<file path="config.mk">
export PLATFORM = sky130hd
export DESIGN_NAME = alu_serial
export DESIGN_NICKNAME = d
export VERILOG_FILES = /design/src/rtl/alu_serial.sv
export SDC_FILE = /design/constraint.sdc
export NUM_CORES = 1
export LEC_CHECK = 0
export ABC_AREA = 1
export CAP_MARGIN = 20
export CORE_ASPECT_RATIO = 1.25
export CORE_MARGIN = 3
export CORE_UTILIZATION = 49
export CTS_BUF_LIST = sky130_fd_sc_hd__clkbuf_2
export DETAILED_ROUTE_END_ITERATION = 7
export GPL_ROUTABILITY_DRIVEN = 0
export PLACE_DENSITY = 0.76
export SKIP_CTS_REPAIR_TIMING = 1
export SLEW_MARGIN = 30
export SYNTH_ARGS = -nofsm -noshare
export SYNTH_HDL_FRONTEND = slang
export SYNTH_SLANG_ARGS = --single-unit
</file>
<file path="constraint.sdc">
create_clock -name clk -period 2.3 [get_ports clk]
set_input_delay 0.23 -clock clk [delete_from_list [all_inputs] [get_ports clk]]
set_output_delay 0.23 -clock clk [all_outputs]
set_load 0.05 [all_outputs]
</file>
<file path="src/rtl/alu_serial.sv">
// Digit-serial ALU: latches operands on start, then processes DIGIT bits per cycle LSB first.
// The result, zero and illegal outputs update when the operation finishes, alongside a one-cycle done pulse.
module alu_serial #(
    parameter int unsigned WIDTH = 32,
    parameter int unsigned DIGIT = 4
) (
    input  logic             clk,
    input  logic             reset,
    input  logic             start,
    input  logic [2:0]       alucont,
    input  logic [WIDTH-1:0] a,
    input  logic [WIDTH-1:0] b,
    output logic             busy,
    output logic             done,
    output logic [WIDTH-1:0] result,
    output logic             zero,
    output logic             illegal
);

    localparam int unsigned N  = WIDTH / DIGIT;
    localparam int unsigned CW = (N > 1) ? $clog2(N) : 1;

    localparam logic [2:0] OP_AND = 3'b000;
    localparam logic [2:0] OP_OR  = 3'b001;
    localparam logic [2:0] OP_ADD = 3'b010;
    localparam logic [2:0] OP_SUB = 3'b110;
    localparam logic [2:0] OP_SLT = 3'b111;

    // S_ILL spends the one non-busy cycle an illegal op takes before reporting
    typedef enum logic [1:0] {S_IDLE, S_RUN, S_ILL, S_FIN} state_e;

    state_e           state_q, state_d;
    logic [WIDTH-1:0] a_q, a_d, b_q, b_d, acc_q, acc_d;
    logic [WIDTH-1:0] result_q, result_d;
    logic [2:0]       op_q, op_d;
    logic [CW-1:0]    cnt_q, cnt_d;
    logic             carry_q, carry_d;
    logic             busy_q, busy_d, done_q, done_d;
    logic             zero_q, zero_d, illegal_q, illegal_d;

    logic [DIGIT-1:0] a_s, b_s, bx, slice;
    logic [DIGIT:0]   sum_w;
    logic             op_inv, less, in_legal, in_inv;
    logic [WIDTH-1:0] acc_next;

    always_comb begin
        state_d   = state_q;
        a_d       = a_q;
        b_d       = b_q;
        acc_d     = acc_q;
        result_d  = result_q;
        op_d      = op_q;
        cnt_d     = cnt_q;
        carry_d   = carry_q;
        zero_d    = zero_q;
        illegal_d = illegal_q;

        // Current digit slice: subtract is A + ~B with carry-in of 1 on the first slice
        a_s    = a_q[DIGIT-1:0];
        b_s    = b_q[DIGIT-1:0];
        op_inv = (op_q == OP_SUB) || (op_q == OP_SLT);
        bx     = op_inv ? ~b_s : b_s;
        sum_w  = {1'b0, a_s} + {1'b0, bx} + {{DIGIT{1'b0}}, carry_q};
        case (op_q)
            OP_AND:  slice = a_s & b_s;
            OP_OR:   slice = a_s | b_s;
            default: slice = sum_w[DIGIT-1:0];
        endcase
        // less = diff_msb ^ overflow, where overflow = carry into msb ^ carry out
        less     = sum_w[DIGIT] ^ a_s[DIGIT-1] ^ bx[DIGIT-1];
        acc_next = (acc_q >> DIGIT) | (WIDTH'(slice) << (WIDTH - DIGIT));

        in_legal = (alucont == OP_AND) || (alucont == OP_OR) || (alucont == OP_ADD) ||
                   (alucont == OP_SUB) || (alucont == OP_SLT);
        in_inv   = (alucont == OP_SUB) || (alucont == OP_SLT);

        case (state_q)
            S_IDLE, S_FIN: begin
                state_d = S_IDLE;
                if (start) begin
                    a_d     = a;
                    b_d     = b;
                    op_d    = alucont;
                    acc_d   = '0;
                    cnt_d   = '0;
                    carry_d = in_inv;
                    state_d = in_legal ? S_RUN : S_ILL;
                end
            end
            S_RUN: begin
                a_d     = a_q >> DIGIT;
                b_d     = b_q >> DIGIT;
                acc_d   = acc_next;
                carry_d = sum_w[DIGIT];
                cnt_d   = cnt_q + CW'(1);
                if (cnt_q == CW'(N - 1)) begin
                    state_d   = S_FIN;
                    result_d  = (op_q == OP_SLT) ? WIDTH'(less) : acc_next;
                    zero_d    = (result_d == '0);
                    illegal_d = 1'b0;
                end
            end
            S_ILL: begin
                state_d   = S_FIN;
                result_d  = '0;
                zero_d    = 1'b1;
                illegal_d = 1'b1;
            end
            default: state_d = S_IDLE;
        endcase

        busy_d = (state_d == S_RUN);
        done_d = (state_d == S_FIN);
    end

    always_ff @(posedge clk) begin
        if (reset) begin
            state_q   <= S_IDLE;
            a_q       <= '0;
            b_q       <= '0;
            acc_q     <= '0;
            result_q  <= '0;
            op_q      <= '0;
            cnt_q     <= '0;
            carry_q   <= 1'b0;
            busy_q    <= 1'b0;
            done_q    <= 1'b0;
            zero_q    <= 1'b1;
            illegal_q <= 1'b0;
        end else begin
            state_q   <= state_d;
            a_q       <= a_d;
            b_q       <= b_d;
            acc_q     <= acc_d;
            result_q  <= result_d;
            op_q      <= op_d;
            cnt_q     <= cnt_d;
            carry_q   <= carry_d;
            busy_q    <= busy_d;
            done_q    <= done_d;
            zero_q    <= zero_d;
            illegal_q <= illegal_d;
        end
    end

    assign busy    = busy_q;
    assign done    = done_q;
    assign result  = result_q;
    assign zero    = zero_q;
    assign illegal = illegal_q;

endmodule

</file>
==> results by group <==
Worst setup path
  – Worst path required time: 2.89 ns
  – Top cell by count, worst path: nand2_1
  – Worst Setup End Kind: register
  – Arrival @ worst endpoint: 2.85 ns
  – Largest stage delay on the critical path: a little over 0.4 ns
  – Setup CP Type: reg2reg
  – Crit path launch type: register
  – Slowest cell on the critical path: fa_2
  – CP Cell Sequence: nand2_1, xor2_1, fa_2, fa_2, or2_2, nand2_1, o21ai_1, nand2_1, nor2_1, nand3_1, nand2_1, nand2_1, nand2_1
  – CP Max Fanout: 2

Timing
  – Max_slew headroom: 0.481
  – Fin crit period: approximately 2.3 ns
  – Hold Vio Cnt, Final: 0
  – Peak Freq: around 440 MHz
  – Final slew viol count: 0
  – Clk_skew: 0.0281 ns
  – Final count of negative-setup-slack endpoints: 0
  – Worst slew pin tran: 0.779 ns
  – Unrepaired setup endpoints after global routing: yes
  – Post-route clock period utilization: 0.982

Clocking
  – CTS Root Cell: clkbuf_2
  – Clock Path Buffers: 2
  – CTS H-tree lvls: 4
  – CTS tree: built
  – Worst-path clk slew: approximately 0.21 ns
  – Worst-skew pair later-pin latency: about 0.7 ns
  – Num CTS Buffers: 17
  – Clock sinks: between 100 and 150

Pwr
  – Clock Power Share: 0.296
  – PwrDens: 736 mW/mm²
  – Static Leak: about 2.8 nW
  – Power, Total: about 5.3 mW
  – Internal: ~3.7 mW
  – Switch share: 0.305
  – Seq pwr share: 0.502
  – Net Switching: 1.62 mW
  – Logic gate share of total power: 0.202
  – Peak supply drop: just under 400 µV

Cells and area
  – Non-filler cells, final: 992
  – Share of layout cells above drive strength 1: 0.0793
  – Area growth syn-to-layout: 24.8%
  – Layout Nets: ~920
  – ANT cells: 0

Synth
  – Mux contribution to synthesized area: 0
  – Mapped Nets: 842
  – Avg Cell Area, Syn: ~7.6 µm²
  – Post-synthesis compound-gate area fraction: 0.219
  – Post-Synth XOR/XNOR Area: 0.00608
  – Synth warn: 0
  – Unique masters post-synth: 28
  – Cells after Synth: between 700 and 800
  – Post-Synth Adder-Cell Area: 0.0221
  – Largest family of logic cells by synthesized area: compound AO/OA/AOI/OAI gates
  – Post-synthesis sequential area ratio: 0.476
  – Post-synthesis instance area: just under 0.006 mm²
  – Post-Synth Simple-Gate Area: 0.211
  – Flops & latches, synth: ~140

Global route
  – Number of global-route vias before repair: around 5200
  – First-pass GRT wire length: ~23 mm
  – All-Layer GR Usage: 0.216
  – Pin count of the biggest net entering global routing: 77
  – Initial antenna violation count: 0
  – Global route overflow: 0

Detailed routing
  – Final wirelength: around 14 mm
  – Post-route ant nets: 0
  – Drt via density: 5.50
  – Router iterations before antenna repair: 5
  – Wire length per cell: approximately 14 µm
  – DR vias: roughly 5500
  – Post-detailed-route DRC marker count: 0
  – DRT iter0 DRCs: between 200 and 300

Floorplan
  – Starting Density: 0.510
  – Die Ht: around 130 µm
  – Core ar.: 0.0113 mm²
  – Area of the die: 0.0131 mm²
  – Cell row count: 43
  – Die width: 103 µm
  – Io pins: 106

Status
  – Status: complete, no violations

Placement
  – Placed cell count: 960
  – Final HPWL DP: around 9.4 mm
  – IO buf count: 105

Job
  – Max Cap Viol: 0

Min path
  – Worst hold path type: in2reg
==> worst max-delay path: cells and delay by family (launching register included) <==
kind | cells | cell delay (ns)
AND/OR/NAND/NOR | 9 | 0.81
flip-flops | 1 | 0.37
AO/OA/AOI/OAI | 1 | 0.07
XOR/XNOR | 1 | 0.16
adder cells (fa/ha/maj) | 2 | 0.78
==> per-layer routing <==
metal  GRT usage  up-vias  wire length (µm)
li1            -     2748                 -
met4      0.0633        0               187
met2       0.357      177              6790
met1       0.272     2517              5890
met5           0        -                 0
met3      0.0634       18               867
==> power by group through the flow <==
stage | registers, mW | logic [mW] | clock network (mW)
4_1_cts | 2.66 | 1.06 | 1.61
3_3_place_gp | 2.70 | 1.02 | 0
2_1_floorplan | 2.72 | 0.692 | 0
3_5_place_dp | 2.71 | 1.06 | 0
5_1_grt | 2.68 | 1.20 | 1.71
6_report | 2.66 | 1.07 | 1.57
==> synth_stat cells <==
cell type  number  area [µm²]
or2_2           4        25.0
inv_1          25        93.8
o21ai_0        75         375
buf_1           2        7.51
nor3_1          1        5.00
o21ai_4         1        16.3
buf_2          14        70.1
buf_6           3        33.8
a21oi_1        54         270
a31oi_1        56         350
nand2_2         2        12.5
nand3b_1        1        7.51
nor2_1         46         173
nand4_1         1        6.26
clkbuf_2        1        5.00
inv_2           4        15.0
a211oi_1        1        7.51
o311ai_0        2        17.5
a21oi_4         1        16.3
xor2_1          4        35.0
fa_1            2        40.0
nand3_1        26         130
dfxtp_1       137        2740
a32oi_1        24         210
clkbuf_1       39         146
nand2_1       229         860
ha_1            7        87.6
inv_4           1        6.26
==> through the flow <==
step	setup TNS, ns	instance area (µm²)	util	setup slack [ns]	hold slack (ns)
global placement	0	6890	0.610	0.0488	0.450
finish	0	7190	0.637	0.0406	0.0911
CTS	-0.0720	7160	0.634	-0.0720	0.0398
global route	-0.136	7190	0.637	-0.136	0.0135
floorplan	0	5770	-	0.00959	0.391
detailed placement	-0.0432	6890	0.610	-0.0432	0.456
==> cell usage in the layout, fill, tap and decap left out, types with 2 or more instances in the layout <==
cell,synthesis,routed
dfxtp_1,137,136
o21ai_0,75,74
o311ai_0,2,2
nor2_1,46,46
or2_2,4,4
nand2_2,2,5
xor2_1,4,3
inv_2,4,4
clkbuf_2,1,18
ha_1,7,6
clkinv_2,0,2
nand3_1,26,26
a21oi_1,54,53
buf_12,0,4
clkinv_1,0,2
clkinvlp_4,0,3
bufinv_16,0,4
a32oi_1,24,24
clkdlybuf4s50_1,0,104
inv_1,25,25
buf_4,0,12
fa_2,0,2
a31oi_1,56,56
nand2_1,229,226
==> logic make-up after synthesis <==
| kind of cell | Yosys count |
|---|---|
| compound gates | 214 |
| xor+xnor | 4 |
| fa+ha+maj | 9 |
| buf+inv | 89 |
| flops | 137 |
| simple gates | 310 |
==> worst paths after layout <==
kind	slack (ns)	end	cells past startpoint	startpoint
hold / removal	0.09	a_q[20]	3	a[20]
setup / recovery	0.04	zero	13	op_q[2]
setup reg to reg	0.04	zero	13	op_q[2]
hold reg to reg	0.47	a_q[31]	2	a_q[31]
==> registers in the layout, summed over array words and instances, names as in the netlist <==
name and cells:
result 32, carry_q 1, a_q 32, b_q 32, zero 1, acc_q 28, cnt_q 3, state_q 2
done 1, op_q 3, illegal 1, busy 1
==> cell type report <==
| type | count | area [µm²] |
|---|---|---|
| timing repair buffer | 122 | 1230 |
| tap | 135 | 169 |
| sequential | 137 | 2740 |
| multi-input combinational | 537 | 2670 |
| fill | 1008 | 4110 |
| inverter | 30 | 115 |
| clock inverter | 13 | 178 |
| clock buffer | 18 | 90.1 |
(Power assumes the default switching activity.)
